### src/rtl/interrupt_controller.sv
// Priority interrupt/trap controller: edge-latched lines plus a software trap,
// arbitrated and handed to the core with a req/ack handshake, ended by RETI.
module interrupt_controller #(
  parameter logic [7:0] VEC_BASE = 8'hF0
) (
  input  logic       clk,
  input  logic       reset_,
  input  logic [3:0] irq_req,
  input  logic       trap_req,
  input  logic       mask_we,
  input  logic [3:0] mask_wdata,
  input  logic       int_ack,
  input  logic       reti,
  output logic       int_req,
  output logic [7:0] int_vec,
  output logic       I_TRP,
  output logic       I_TRP_en,
  output logic [3:0] pending,
  output logic [3:0] irq_mask,
  output logic       in_service
);

  typedef enum logic [1:0] {StIdle, StReq, StService} state_e;

  state_e     state_q, state_d;
  logic [3:0] prev_q, prev_d;
  logic [3:0] pend_q, pend_d;
  logic [3:0] mask_q, mask_d;
  logic       trap_q, trap_d;
  logic       req_q, req_d;
  logic [7:0] vec_q, vec_d;
  logic       itrp_q, itrp_d;
  logic       itrp_en_q, itrp_en_d;
  logic       svc_q, svc_d;
  logic       win_trap_q, win_trap_d;
  logic [1:0] win_line_q, win_line_d;

  logic [3:0] edges, eligible, clr_line;
  logic       clr_trap, found, sel_trap;
  logic [1:0] sel_line;

  assign edges    = irq_req & ~prev_q;
  assign eligible = pend_q & ~mask_q;

  // Trap beats every line; among lines the lowest index wins.
  always_comb begin
    found    = trap_q;
    sel_trap = trap_q;
    sel_line = 2'd0;
    if (!trap_q) begin
      for (int i = 3; i >= 0; i--) begin
        if (eligible[i]) begin
          found    = 1'b1;
          sel_line = 2'(i);
        end
      end
    end
  end

  always_comb begin
    state_d    = state_q;
    req_d      = req_q;
    vec_d      = vec_q;
    itrp_d     = itrp_q;
    itrp_en_d  = 1'b0;
    svc_d      = svc_q;
    win_trap_d = win_trap_q;
    win_line_d = win_line_q;
    clr_line   = 4'b0000;
    clr_trap   = 1'b0;
    unique case (state_q)
      StIdle: begin
        if (found) begin
          state_d    = StReq;
          req_d      = 1'b1;
          win_trap_d = sel_trap;
          win_line_d = sel_line;
          vec_d      = sel_trap ? VEC_BASE
                                : VEC_BASE + {4'b0000, {1'b0, sel_line} + 3'd1, 1'b0};
        end
      end
      StReq: begin
        if (int_ack) begin
          state_d   = StService;
          req_d     = 1'b0;
          itrp_en_d = 1'b1;
          itrp_d    = 1'b1;
          svc_d     = 1'b1;
          if (win_trap_q) clr_trap = 1'b1;
          else            clr_line = 4'b0001 << win_line_q;
        end
      end
      StService: begin
        if (reti) begin
          state_d   = StIdle;
          itrp_en_d = 1'b1;
          itrp_d    = 1'b0;
          svc_d     = 1'b0;
        end
      end
      default: state_d = StIdle;
    endcase
    // New edges/traps override the clear from an ack in the same cycle.
    pend_d = (pend_q & ~clr_line) | edges;
    trap_d = (trap_q & ~clr_trap) | trap_req;
    mask_d = mask_we ? mask_wdata : mask_q;
    prev_d = irq_req;
  end

  always_ff @(posedge clk) begin
    if (!reset_) begin
      state_q    <= StIdle;
      prev_q     <= 4'b0000;
      pend_q     <= 4'b0000;
      mask_q     <= 4'b0000;
      trap_q     <= 1'b0;
      req_q      <= 1'b0;
      vec_q      <= 8'h00;
      itrp_q     <= 1'b0;
      itrp_en_q  <= 1'b0;
      svc_q      <= 1'b0;
      win_trap_q <= 1'b0;
      win_line_q <= 2'd0;
    end else begin
      state_q    <= state_d;
      prev_q     <= prev_d;
      pend_q     <= pend_d;
      mask_q     <= mask_d;
      trap_q     <= trap_d;
      req_q      <= req_d;
      vec_q      <= vec_d;
      itrp_q     <= itrp_d;
      itrp_en_q  <= itrp_en_d;
      svc_q      <= svc_d;
      win_trap_q <= win_trap_d;
      win_line_q <= win_line_d;
    end
  end

  assign int_req    = req_q;
  assign int_vec    = vec_q;
  assign I_TRP      = itrp_q;
  assign I_TRP_en   = itrp_en_q;
  assign pending    = pend_q;
  assign irq_mask   = mask_q;
  assign in_service = svc_q;

endmodule
### config.mk
export PLATFORM = sky130hd
export DESIGN_NAME = interrupt_controller
export DESIGN_NICKNAME = d
export VERILOG_FILES = /design/src/rtl/interrupt_controller.sv
export SDC_FILE = /design/constraint.sdc
export NUM_CORES = 1
export LEC_CHECK = 0
export ABC_CLOCK_PERIOD_IN_PS = 1600
export CORE_MARGIN = 10
export CORE_UTILIZATION = 45
export CTS_CLUSTER_SIZE = 8
export DETAILED_ROUTE_END_ITERATION = 10
export PLACE_DENSITY = 0.76
export SETUP_SLACK_MARGIN = 0.3
export SYNTH_ARGS = -nofsm -noshare
export SYNTH_HDL_FRONTEND = slang
export SYNTH_SLANG_ARGS = --single-unit
export TNS_END_PERCENT = 10
### constraint.sdc
create_clock -name clk -period 1.6 [get_ports clk]
set_input_delay 0.24 -clock clk [delete_from_list [all_inputs] [get_ports clk]]
set_output_delay 0.24 -clock clk [all_outputs]
set_load 0.01 [all_outputs]
# --- Word-level counts from Yosys, hierarchy flattened ---
# Cells that the tools add are included.
totals:
  ff_bits: 29
  in_bits: 14
  wordCells: 66
  output_inout_bits: 20
op_classes:
  n_mux: 30
  shifts: 1
  n_reduce_logical: 7
  n_eq_ne: 5
  bitwise_logic: 10
  add_sub_neg: 2
ops:
  columns: ["operator", "count"]
  rows:
  - ["2-bit two-way mux", 8]
  - ["1-bit two-way mux", 14]
  - ["4-bit bitwise AND", 3]
  - ["4-bit two-way mux", 3]
  - ["4-bit NOT", 3]
  - ["3-bit AND reduction", 3]
  - ["8-bit two-way mux", 1]
  - ["5-bit by 5-bit adder with 6-bit output, first input constant", 1]
  - ["2-bit != test, second input constant", 3]
  - ["1-bit case mux with 2 select lines", 3]
  - ["2-bit case mux with 3 select lines", 1]
  - ["4-bit OR", 1]
  - ["2-bit nonzero test", 2]
  - ["1-bit by 2-bit left shift with 4-bit output, first input constant", 1]
  - ["2-bit by 1-bit adder with 3-bit output, second input constant", 1]
  - ["2-bit by 1-bit == test with 1-bit output, second input constant", 1]
  - ["2-bit == test, second input constant", 1]
  - ["2-bit zero test", 1]
  - ["2-bit AND reduction", 1]
  - ["1-bit bitwise AND", 1]
  - ["1-bit NOT", 1]
  - ["1-bit OR", 1]

# --- Depth between registers and ports, before layout ---
depth:
  depth_word: 10
  ltp_mapped: 7
  depth_no_buf: 7

# --- Worst setup path before layout ---
# OpenSTA, ideal clock, no wires.
synth_timing:
  path_type: "register -> register"
  startpoint: "register mask_q[0], in the netlist irq_mask[0]"
  endpoint: "register vec_q[2], in the netlist int_vec[2]"
  required_time_ns: 1.477
  path_buffers: 0
  path_stages_with_launch: 7
  period_less_slack_ns: 1.424
  setup_slack_ns: 0.176
  setup_time_ns: 0.123
  arrival_ns: 1.301
  path_cell_list: "dfxtp_1 > nor2b_4 > or3_4 > nor2_1 > ha_1 > nand2_1 > mux2i_1"
synth_between:
  elab_chain_cells: 7
  elab_cells_between_ends: 10
  classes_between: "add/sub: 2; mux: 5; bitwise: 2; reduce/logical: 1"
synth_lines:
  columns: ["item", "line", "rtl"]
  rows:
  - ["from (decl)", "28", "logic [3:0] mask_q, mask_d;"]
  - ["from (signal assigned)", "128", "mask_q <= mask_d;"]
  - ["4-bit NOT", "43", "assign eligible = pend_q & ~mask_q;"]
  - ["4-bit bitwise AND", "43", null]
  - ["2-bit two-way mux", "52", "if (eligible[i]) begin"]
  - ["2-bit two-way mux", "50", "if (!trap_q) begin"]
  - ["net sel_line[1]", "40", "logic [1:0] sel_line;"]
  - ["2-bit by 1-bit adder with 3-bit output", "79", ": VEC_BASE + {4'b0000, {1'b0, sel_line} + 3'd1, 1'b0};"]
  - ["5-bit by 5-bit adder with 6-bit output", "79", null]
  - ["8-bit two-way mux", "78", "vec_d = sel_trap ? VEC_BASE"]
  - ["to (signal assigned)", "131", "vec_q <= vec_d;"]
  - ["to (decl)", "31", "logic [7:0] vec_q, vec_d;"]
# The timed path passes the listed nets, and every way through them passes these cells.
# A chain may end at the register's enable or synchronous reset.

# --- Worst setup path after layout ---
layout_timing:
  startpoint: "register req_q, in the netlist int_req"
  endpoint: "output int_req"
layout_lines:
  columns: ["item", "line", "rtl"]
  rows:
  - ["from (decl)", "30", "logic req_q, req_d;"]
  - ["from (signal assigned)", "130", "req_q <= req_d;"]
  - ["to (decl)", "14", "output logic int_req,"]
# No word-level cell between the ends.

==> results.yml <==
detailed_routing:
  vias: 1004
  first_pass_iters: 4
  drt_wl_total_um: 3010
  drc_errors: 0
  avgViaCountPerCell: 5.31
  drt_iter0_drc: 38
  antenna_left: 0
  drt-wirelength-per-cell_um: 15.9
worst_setup_path:
  end_kind: "primary output"
  critPathTopFamily: "buffers and inverters"
  cp_max_fo: 4
  worst_path_max_delay_cell: "clkdlybuf4s50_1"
  worst-path-buf-inv: 1
  path_class: "reg -> out"
  cp-start-kind: "flop"
  arrival_ps: 1280
  r2r-start: "pending[1]"
  setup.worst_path.start: "int_req"
  required_ps: 1360
  worstPathCellList: "clkdlybuf4s50_1"
  max_stage_delay_ps: 560
global_routing:
  antenna_found_initial: 0
  grt_first_pass_wirelength_um: 5110
  grt-ovfl-total: 0
  first_global_vias: 1046
  grt_max_degree: 16
  grt_usage: 0.120
cts:
  clk_latency_ps: 330
  clock-sinks: 25
  clock-root-buffer: "clkbuf_4"
  post_cts_buffers: 0
  numCtsBuffers: 3
  clockBufferDepth: 2
  cts_tree: "done"
  ctsHtreeMaxLevel: 1
  clk_pin_slew_ps: 140
timing:
  clock-skew-final_ps: 8.78
  finalSetupViolations: 0
  rsz0062_at_grt: "true"
  fin_crit_sh: 0.949
  clock.fmax_mhz: 659
  slew_violations: 0
  setup_tns_ps: 0
  finalHoldViolCount: 0
  period_minus_slack_ps: 1520
finish:
  layout_commonest_cell: "clkdlybuf4s50_1"
  final_cell_mix: "28 x clkdlybuf4s50_1, 18 x dfxtp_1, 16 x nand2_1, 9 x nor2_1, 9 x a21oi_1"
  nets: 179
  drive_gt1_frac: 0.164
  final_cell_area_um2: 1560
  syn2layout_area_growth_pct: 31.2
  n_antenna_cell: 0
min_path:
  hold_path.class: "reg -> reg"
  hold_start: "int_vec[1]"
logic_synthesis:
  yosys-mux-area-fraction: 0.0674
  syn-cell-area_um2: 1190
  synth_top_family_by_area: "compound AO/OA/AOI/OAI gates"
  synth_cell_types: 33
  synth_xor_xnor_area_share: 0
  synth-simple-area-share: 0.191
  yosys_register_bits: 25
  yosys.area_share.adder: 0.0526
  ys_warn_count: 0
  synth_nets: 148
  syn_inst: 129
  synth_compound_area_frac: 0.191
  synth_area_per_cell_um2: 9.21
  yosysSeqAreaShare: 0.421
place:
  gp_congestion: 0.826
  dp_hpwl_um: 2450
  portBuffers: 32
  dpl_cell_area_um2: 1520
die:
  core_area_um2: 2500
  ioPinCount: 34
  die_area_um2: 5100
  die_w_um: 71.4
  die_y_um: 71.4
  num_rows: 18
  start_util: 0.475
outcome:
  status: "completed"
power:
  p_leak_uw: 0.000646
  peakVddDrop_mv: 0.791
  power_density_nw_per_um2: 1220
run:
  cap_violations: 0
-- power breakdown --
group / switching, uW / total [uW] / leakage (uW) / internal, uW
Clock: 199 / 295 / 0.0000139 / 95.9
Sequential: 90.2 / 819 / 0.000209 / 729
Combinational: 391 / 785 / 0.000424 / 394
-- per-stage QoR --
stage	total power [uW]	utilization	hold WS [ps]	worst slack [ps]	instances
2_1_floorplan	1330	-	357	204	129
3_3_place_gp	1590	0.609	440	132	185
3_5_place_dp	1630	0.609	446	35.6	185
4_1_cts	1910	0.621	466	50.4	189
5_1_grt	2030	0.624	475	15.3	189
6_report	1900	0.624	461	81.9	189
-- metal layers --
metal,wire [um],track usage,share of wire,vias up
li1,-,-,-,496
met1,1250,0.132,0.42,482
met2,1600,0.213,0.53,21
met3,123,0.0358,0.041,5
met4,37,0.0366,0.012,0
met5,0,0,0,-
-- layout make-up --
cell class              count  area, um^2
fillers                   220         941
multi-input cells          86         599
flip-flops and latches     25         509
repair buffers             36         353
well taps                  30        37.5
inverters                   8        30.0
clock buffers               3        22.5
clock inverters             1        7.51
-- path summary, 6_finish.rpt --
check,to,slack [ps],cells past startpoint
setup / recovery,int_req,80,1
hold / removal,int_vec[1],460,2
setup reg to reg,int_vec[2],100,6
hold reg to reg,int_vec[1],460,2
-- logic make-up (layout without fill, tap and decap cells) --
family | count (synthesis) | in the layout
buffers and inverters | 18 | 48
flip-flops | 25 | 25
AND/OR/NAND/NOR | 42 | 42
AO/OA/AOI/OAI | 30 | 30
adder cells (fa/ha/maj) | 5 | 5
multiplexers | 8 | 8
other | 1 | 1
-- flip-flops by register name, summed over array words and instances (netlist names) --
| name | flops |
|---|---|
| prev_q | 4 |
| int_vec | 4 |
| pending | 4 |
| state_q | 2 |
| I_TRP_en | 1 |
| win_line_q | 2 |
| irq_mask | 4 |
| sel_trap | 1 |
| win_trap_q | 1 |
| int_req | 1 |
| in_service | 1 |
-- cells in the mapped netlist (all sizes together) --
cell | number | area share
a211oi | 2 | 0.021
a21boi | 1 | 0.016
a21oi | 9 | 0.038
a31oi | 2 | 0.016
and2 | 4 | 0.021
buf | 7 | 0.040
clkbuf | 3 | 0.0095
conb | 1 | 0.0032
dfxtp | 25 | 0.42
ha | 5 | 0.053
inv | 8 | 0.025
mux2i | 8 | 0.067
nand2 | 16 | 0.051
nand2b | 5 | 0.026
nand3 | 2 | 0.0084
nand4 | 1 | 0.0053
nor2 | 9 | 0.028
nor2b | 2 | 0.023
nor3 | 2 | 0.018
o211ai | 3 | 0.023
o21a | 2 | 0.014
o21ai | 5 | 0.021
o22ai | 1 | 0.0053
o31a | 1 | 0.0074
o41ai | 4 | 0.029
or3 | 1 | 0.0095
-- what timing repair did --
action,4_1_cts,5_1_grt
hold buffers,0,0
resized for setup,3,4
endpoints found under the setup margin,29,32
Power figures use the tool's default switching activity.
